`src/rtl/hazard_stall_unit.sv`:
```
// Stall/bubble/flush control for hazards that forwarding cannot cover: load-use, multi-cycle loads, taken branches.
// Control outputs are combinational from state and inputs; the freeze/bubble performance counters are registered.
module hazard_stall_unit #(
  parameter int LOAD_LAT = 2,
  parameter int CNT_W    = 16
) (
  input  logic             clk_i,
  input  logic             rst_i,
  input  logic [4:0]       ID_Rs1_i,
  input  logic [4:0]       ID_Rs2_i,
  input  logic             ID_UsesRs2_i,
  input  logic             EX_MemRead_i,
  input  logic [4:0]       EX_Rd_i,
  input  logic             MEM_MemRead_i,
  input  logic             Flush_i,
  output logic             PCWrite_o,
  output logic             IFID_Write_o,
  output logic             IDEX_Bubble_o,
  output logic             IFID_Flush_o,
  output logic             Freeze_o,
  output logic [CNT_W-1:0] FreezeCnt_o,
  output logic [CNT_W-1:0] BubbleCnt_o
);

  localparam int WC_W = $clog2(LOAD_LAT) + 1;
  localparam logic [WC_W-1:0] WC_RELOAD = (LOAD_LAT > 1) ? WC_W'(LOAD_LAT - 2) : '0;

  localparam logic [0:0] RUN  = 1'b0;
  localparam logic [0:0] WAIT = 1'b1;

  logic [0:0]      state;
  logic [WC_W-1:0] wait_cnt;
  logic            start_wait;
  logic            load_use;
  logic            freeze;

  // A single-cycle load (LOAD_LAT=1) never leaves RUN and never freezes.
  assign start_wait = (state == RUN) && MEM_MemRead_i && (LOAD_LAT > 1);
  assign freeze     = !rst_i && (start_wait || ((state == WAIT) && (wait_cnt != '0)));

  assign load_use = EX_MemRead_i && (EX_Rd_i != 5'd0) &&
                    ((EX_Rd_i == ID_Rs1_i) || (ID_UsesRs2_i && (EX_Rd_i == ID_Rs2_i)));

  always_comb begin
    PCWrite_o     = 1'b0;
    IFID_Write_o  = 1'b0;
    IDEX_Bubble_o = 1'b0;
    IFID_Flush_o  = 1'b0;
    Freeze_o      = 1'b0;
    if (rst_i) begin
      Freeze_o = 1'b0;
    end else if (freeze) begin
      Freeze_o = 1'b1;
    end else if (load_use) begin
      // A concurrent branch flush is dropped; the branch source re-asserts it.
      IDEX_Bubble_o = 1'b1;
    end else if (Flush_i) begin
      PCWrite_o    = 1'b1;
      IFID_Write_o = 1'b1;
      IFID_Flush_o = 1'b1;
    end else begin
      PCWrite_o    = 1'b1;
      IFID_Write_o = 1'b1;
    end
  end

  always_ff @(posedge clk_i or posedge rst_i) begin
    if (rst_i) begin
      state    <= RUN;
      wait_cnt <= '0;
    end else begin
      case (state)
        RUN: begin
          if (start_wait) begin
            state    <= WAIT;
            wait_cnt <= WC_RELOAD;
          end
        end
        default: begin
          // The final WAIT cycle lets the load leave MEM without retriggering.
          if (wait_cnt != '0) begin
            wait_cnt <= wait_cnt - WC_W'(1);
          end else begin
            state <= RUN;
          end
        end
      endcase
    end
  end

  always_ff @(posedge clk_i or posedge rst_i) begin
    if (rst_i) begin
      FreezeCnt_o <= '0;
      BubbleCnt_o <= '0;
    end else begin
      if (Freeze_o && (FreezeCnt_o != '1)) begin
        FreezeCnt_o <= FreezeCnt_o + CNT_W'(1);
      end
      if (IDEX_Bubble_o && (BubbleCnt_o != '1)) begin
        BubbleCnt_o <= BubbleCnt_o + CNT_W'(1);
      end
    end
  end

endmodule

```
`config.mk`:
```
export PLATFORM = sky130hd
export DESIGN_NAME = hazard_stall_unit
export DESIGN_NICKNAME = d
export VERILOG_FILES = /design/src/rtl/hazard_stall_unit.sv
export SDC_FILE = /design/constraint.sdc
export NUM_CORES = 1
export LEC_CHECK = 0
export CAP_MARGIN = 5
export CORE_AREA = 5 5 72 74
export DETAILED_ROUTE_END_ITERATION = 10
export DIE_AREA = 0 0 77 79
export PLACE_DENSITY = 0.71
export SYNTH_ARGS = -nofsm -noshare
export SYNTH_HDL_FRONTEND = slang
export SYNTH_SLANG_ARGS = --single-unit
```
`constraint.sdc`:
```
create_clock -name clk_i -period 2.49 [get_ports clk_i]
set_clock_uncertainty 0.05 [all_clocks]
set_input_delay 0.498 -clock clk_i [delete_from_list [all_inputs] [get_ports clk_i]]
set_output_delay 0.498 -clock clk_i [all_outputs]
set_load 0.02 [all_outputs]
```
==> flow_summary.toml <==
[run_status]
outcome = "complete, no violations"

[global_route]
grt_overflow = 0
grtUsageTotal_pct = 14.71
grt_pass1_vias = 1639
grt_max_degree = 36
grt_pass1_wl_mm = 7.341
antenna_found_initial = 0

[clock_tree]
cts.htree.levels = 2
clk_latency_ns = 0.28
cts_tree = "yes"
clockRootBuffer = "clkbuf_8"
cts_buffers = 5
clock_sinks = 35
cts_hold_buf = 0
cts_buffer_depth = 2
cts.reportedPaths.clkPinSlew_ns = 0.07

[timing]
slew_headroom_pct = 70.03
holdWs_ns = 0.4411
hold_viol_final = 0
fin_crit_ns = 2.453
max_freq_ghz = 0.4076
tns_ns = 0
min_period_over_period_pct = 98.52
tightest_slew_ns = 0.4496
setup-violations-final = 0
drv_slew = 0

[power]
leakage_uw = 0.001323
power_density_nw_per_um2 = 577.6
worst_ir_drop_vdd_uv = 262.9
power_uw = 1658

[worst_hold_path]
hold_class = "reg -> reg"
min_from = "FreezeCnt_o[15]$_DFFE_PP0P_"

[die]
initial_utilization_pct = 42.70
die_x_um = 77
core.rowCount = 25
core-area_um2 = 4536
die_h_um = 79
ios = 58
fp.dieArea_um2 = 6083

[place]
placed_cells = 306
place_congestion = 0.7816
post-dp-hpwl_mm = 3.182
port_buffers = 57

[run]
maxCapViolCount = 0

[setup_path]
critPathSlowestCell = "or4_4"
start_kind = "primary input"
worstPathCellList = "dlygate4sd2_1 -> or4_4 -> o21ai_4 -> nor2_4 -> nor3b_2 -> buf_4"
r2r-start = "wait_cnt[0]$_DFFE_PP0P_"
crit_required_ns = 1.94
worst-setup-path-type = "in -> out"
end_kind = "output pin"
slowest_delay_ns = 0.56
worstPathArrival_ns = 1.91
cp_max_fo = 3
startpoint = "EX_Rd_i[2]"

[logic_synthesis]
synth_area_um2 = 1937
synthCells = 180
ys_seq_elements = 35
seq_area_frac_synth_pct = 45.22
syn_nets = 204
yosysWarnings = 0
syn_avg_cell_area_um2 = 10.76
synth_cell_types = 37

[drt]
drt_iter0_drc = 60
avgViaCountPerCell = 5.054
drcViolationCount = 0
dr.pass1.iters = 4
avgRoutedWirePerCell_um = 13.75
wirelength_mm = 4.330
postRouteAntennaNets = 0
num_vias = 1592

[cells_and_area]
nFillCells = 369
area_delta_synth_final_pct = 48.19
drive_gt1_share_pct = 22.99
seq_area_um2 = 875.8
layout.cells.non_filler = 315
nets = 284
multi_input_area_um2 = 1061
num_antenna_cells = 0
## where the power goes
group	internal, uW	switching [uW]
Sequential	630	83.7
Clock	324	208
Combinational	216	196
## synth_stat cells, drive strengths merged
library cell / number / area share [%]
xnor2: 15 / 6.8
a31oi: 1 / 1.1
nor4b: 1 / 1.2
nand4b: 1 / 0.45
or4: 2 / 1.2
and2b: 1 / 0.39
nor2: 9 / 1.9
a21boi: 1 / 0.58
o22ai: 1 / 0.32
buf: 4 / 1.9
nor3b: 1 / 0.39
ha: 3 / 1.9
or2: 3 / 0.97
nand3: 14 / 4.3
nor2b: 2 / 0.65
nand2: 13 / 2.5
o21ai: 3 / 1.4
mux2: 4 / 2.3
o211ai: 1 / 0.39
or2b: 1 / 0.45
nor4: 6 / 3.2
and3: 4 / 1.3
nand4: 10 / 3.2
a21oi: 3 / 0.77
and4: 1 / 0.45
dfrtp: 35 / 45
nor3: 12 / 3.4
inv: 5 / 0.97
nand2b: 1 / 0.45
xor2: 22 / 9.9
## state kept, by name, indices dropped and copies added, names as in the netlist
name,cells
BubbleCnt_o,16
FreezeCnt_o,16
wait_cnt,2
state,1
## layer usage
layer	GRT usage (%)	part of all wire [%]	wire (um)
met2	24.02	47	2045
met5	0	0	0
met3	5.556	9.3	404
met1	17.85	42	1829
met4	4.983	1.2	51
## placed cells by master, fill, tap and decap left out, types with 4 or more instances in the layout
cell             Yosys  routed
xor2_1              22      19
dlygate4sd2_1        0       7
dfrtp_1             35      35
and3_1               4       4
inv_1                5       4
buf_4                2      23
clkdlybuf4s50_1      0      38
xnor2_1             15      15
nor2_1               8       6
nand2_1             13      13
nand3_1             13      13
clkbuf_8             0       6
nand4_1             10      10
nor3_1              11       9
dlymetal6s2s_1       0       8
## critical path: cells and delay by family
| family | cells | cell delay [ns] |
|---|---|---|
| AO/OA/AOI/OAI | 1 | 0.19 |
| buffers and inverters | 2 | 0.42 |
| AND/OR/NAND/NOR | 3 | 0.79 |
## layout make-up
class                   count  share of cell area (%)
clock buffers               6                   2.877
clock inverters             2                   1.221
inverters                   5                  0.7847
multi-input cells         136                   36.97
flip-flops and latches     35                   30.51
well taps                  54                   2.354
repair buffers             77                   25.28
## what timing repair did
| action | 4_1_cts | 5_1_grt |
|---|---|---|
| pin swaps | 9 | 11 |
| hold endpoints to repair | 0 | 0 |
| setup buffers | 0 | 1 |
| setup endpoints to repair | 5 | 4 |
| resized for setup | 29 | 19 |
## worst paths after layout
check,end,slack (ns),cells past startpoint
setup / recovery,IFID_Flush_o,0.04,6
hold / removal,FreezeCnt_o[15]$_DFFE_PP0P_,0.44,1
setup reg to reg,BubbleCnt_o[15]$_DFFE_PP0P_,0.24,7
hold reg to reg,FreezeCnt_o[15]$_DFFE_PP0P_,0.44,1
max in group asynchronous,FreezeCnt_o[8]$_DFFE_PP0P_,1.36,3
min in group asynchronous,FreezeCnt_o[1]$_DFFE_PP0P_,0.70,3
## cell families after synthesis
family | synth area share [%]
AND/OR/NAND/NOR | 26.36
flip-flops | 45.22
adder cells (fa/ha/maj) | 1.938
XOR/XNOR | 16.73
multiplexers | 2.325
AO/OA/AOI/OAI | 4.522
buffers and inverters | 2.907
## per-stage QoR
stage               setup WS [ns]  utilization (%)  cell area, um2
global placement          -0.5810            59.17            2684
global route             -0.01137            63.28            2870
detailed placement        -0.5916            59.17            2684
CTS                      0.009438            61.43            2786
floorplan                0.006481                -            1941
finish                    0.03691            63.28            2870
No activity file was read; power rests on OpenSTA's default activity.
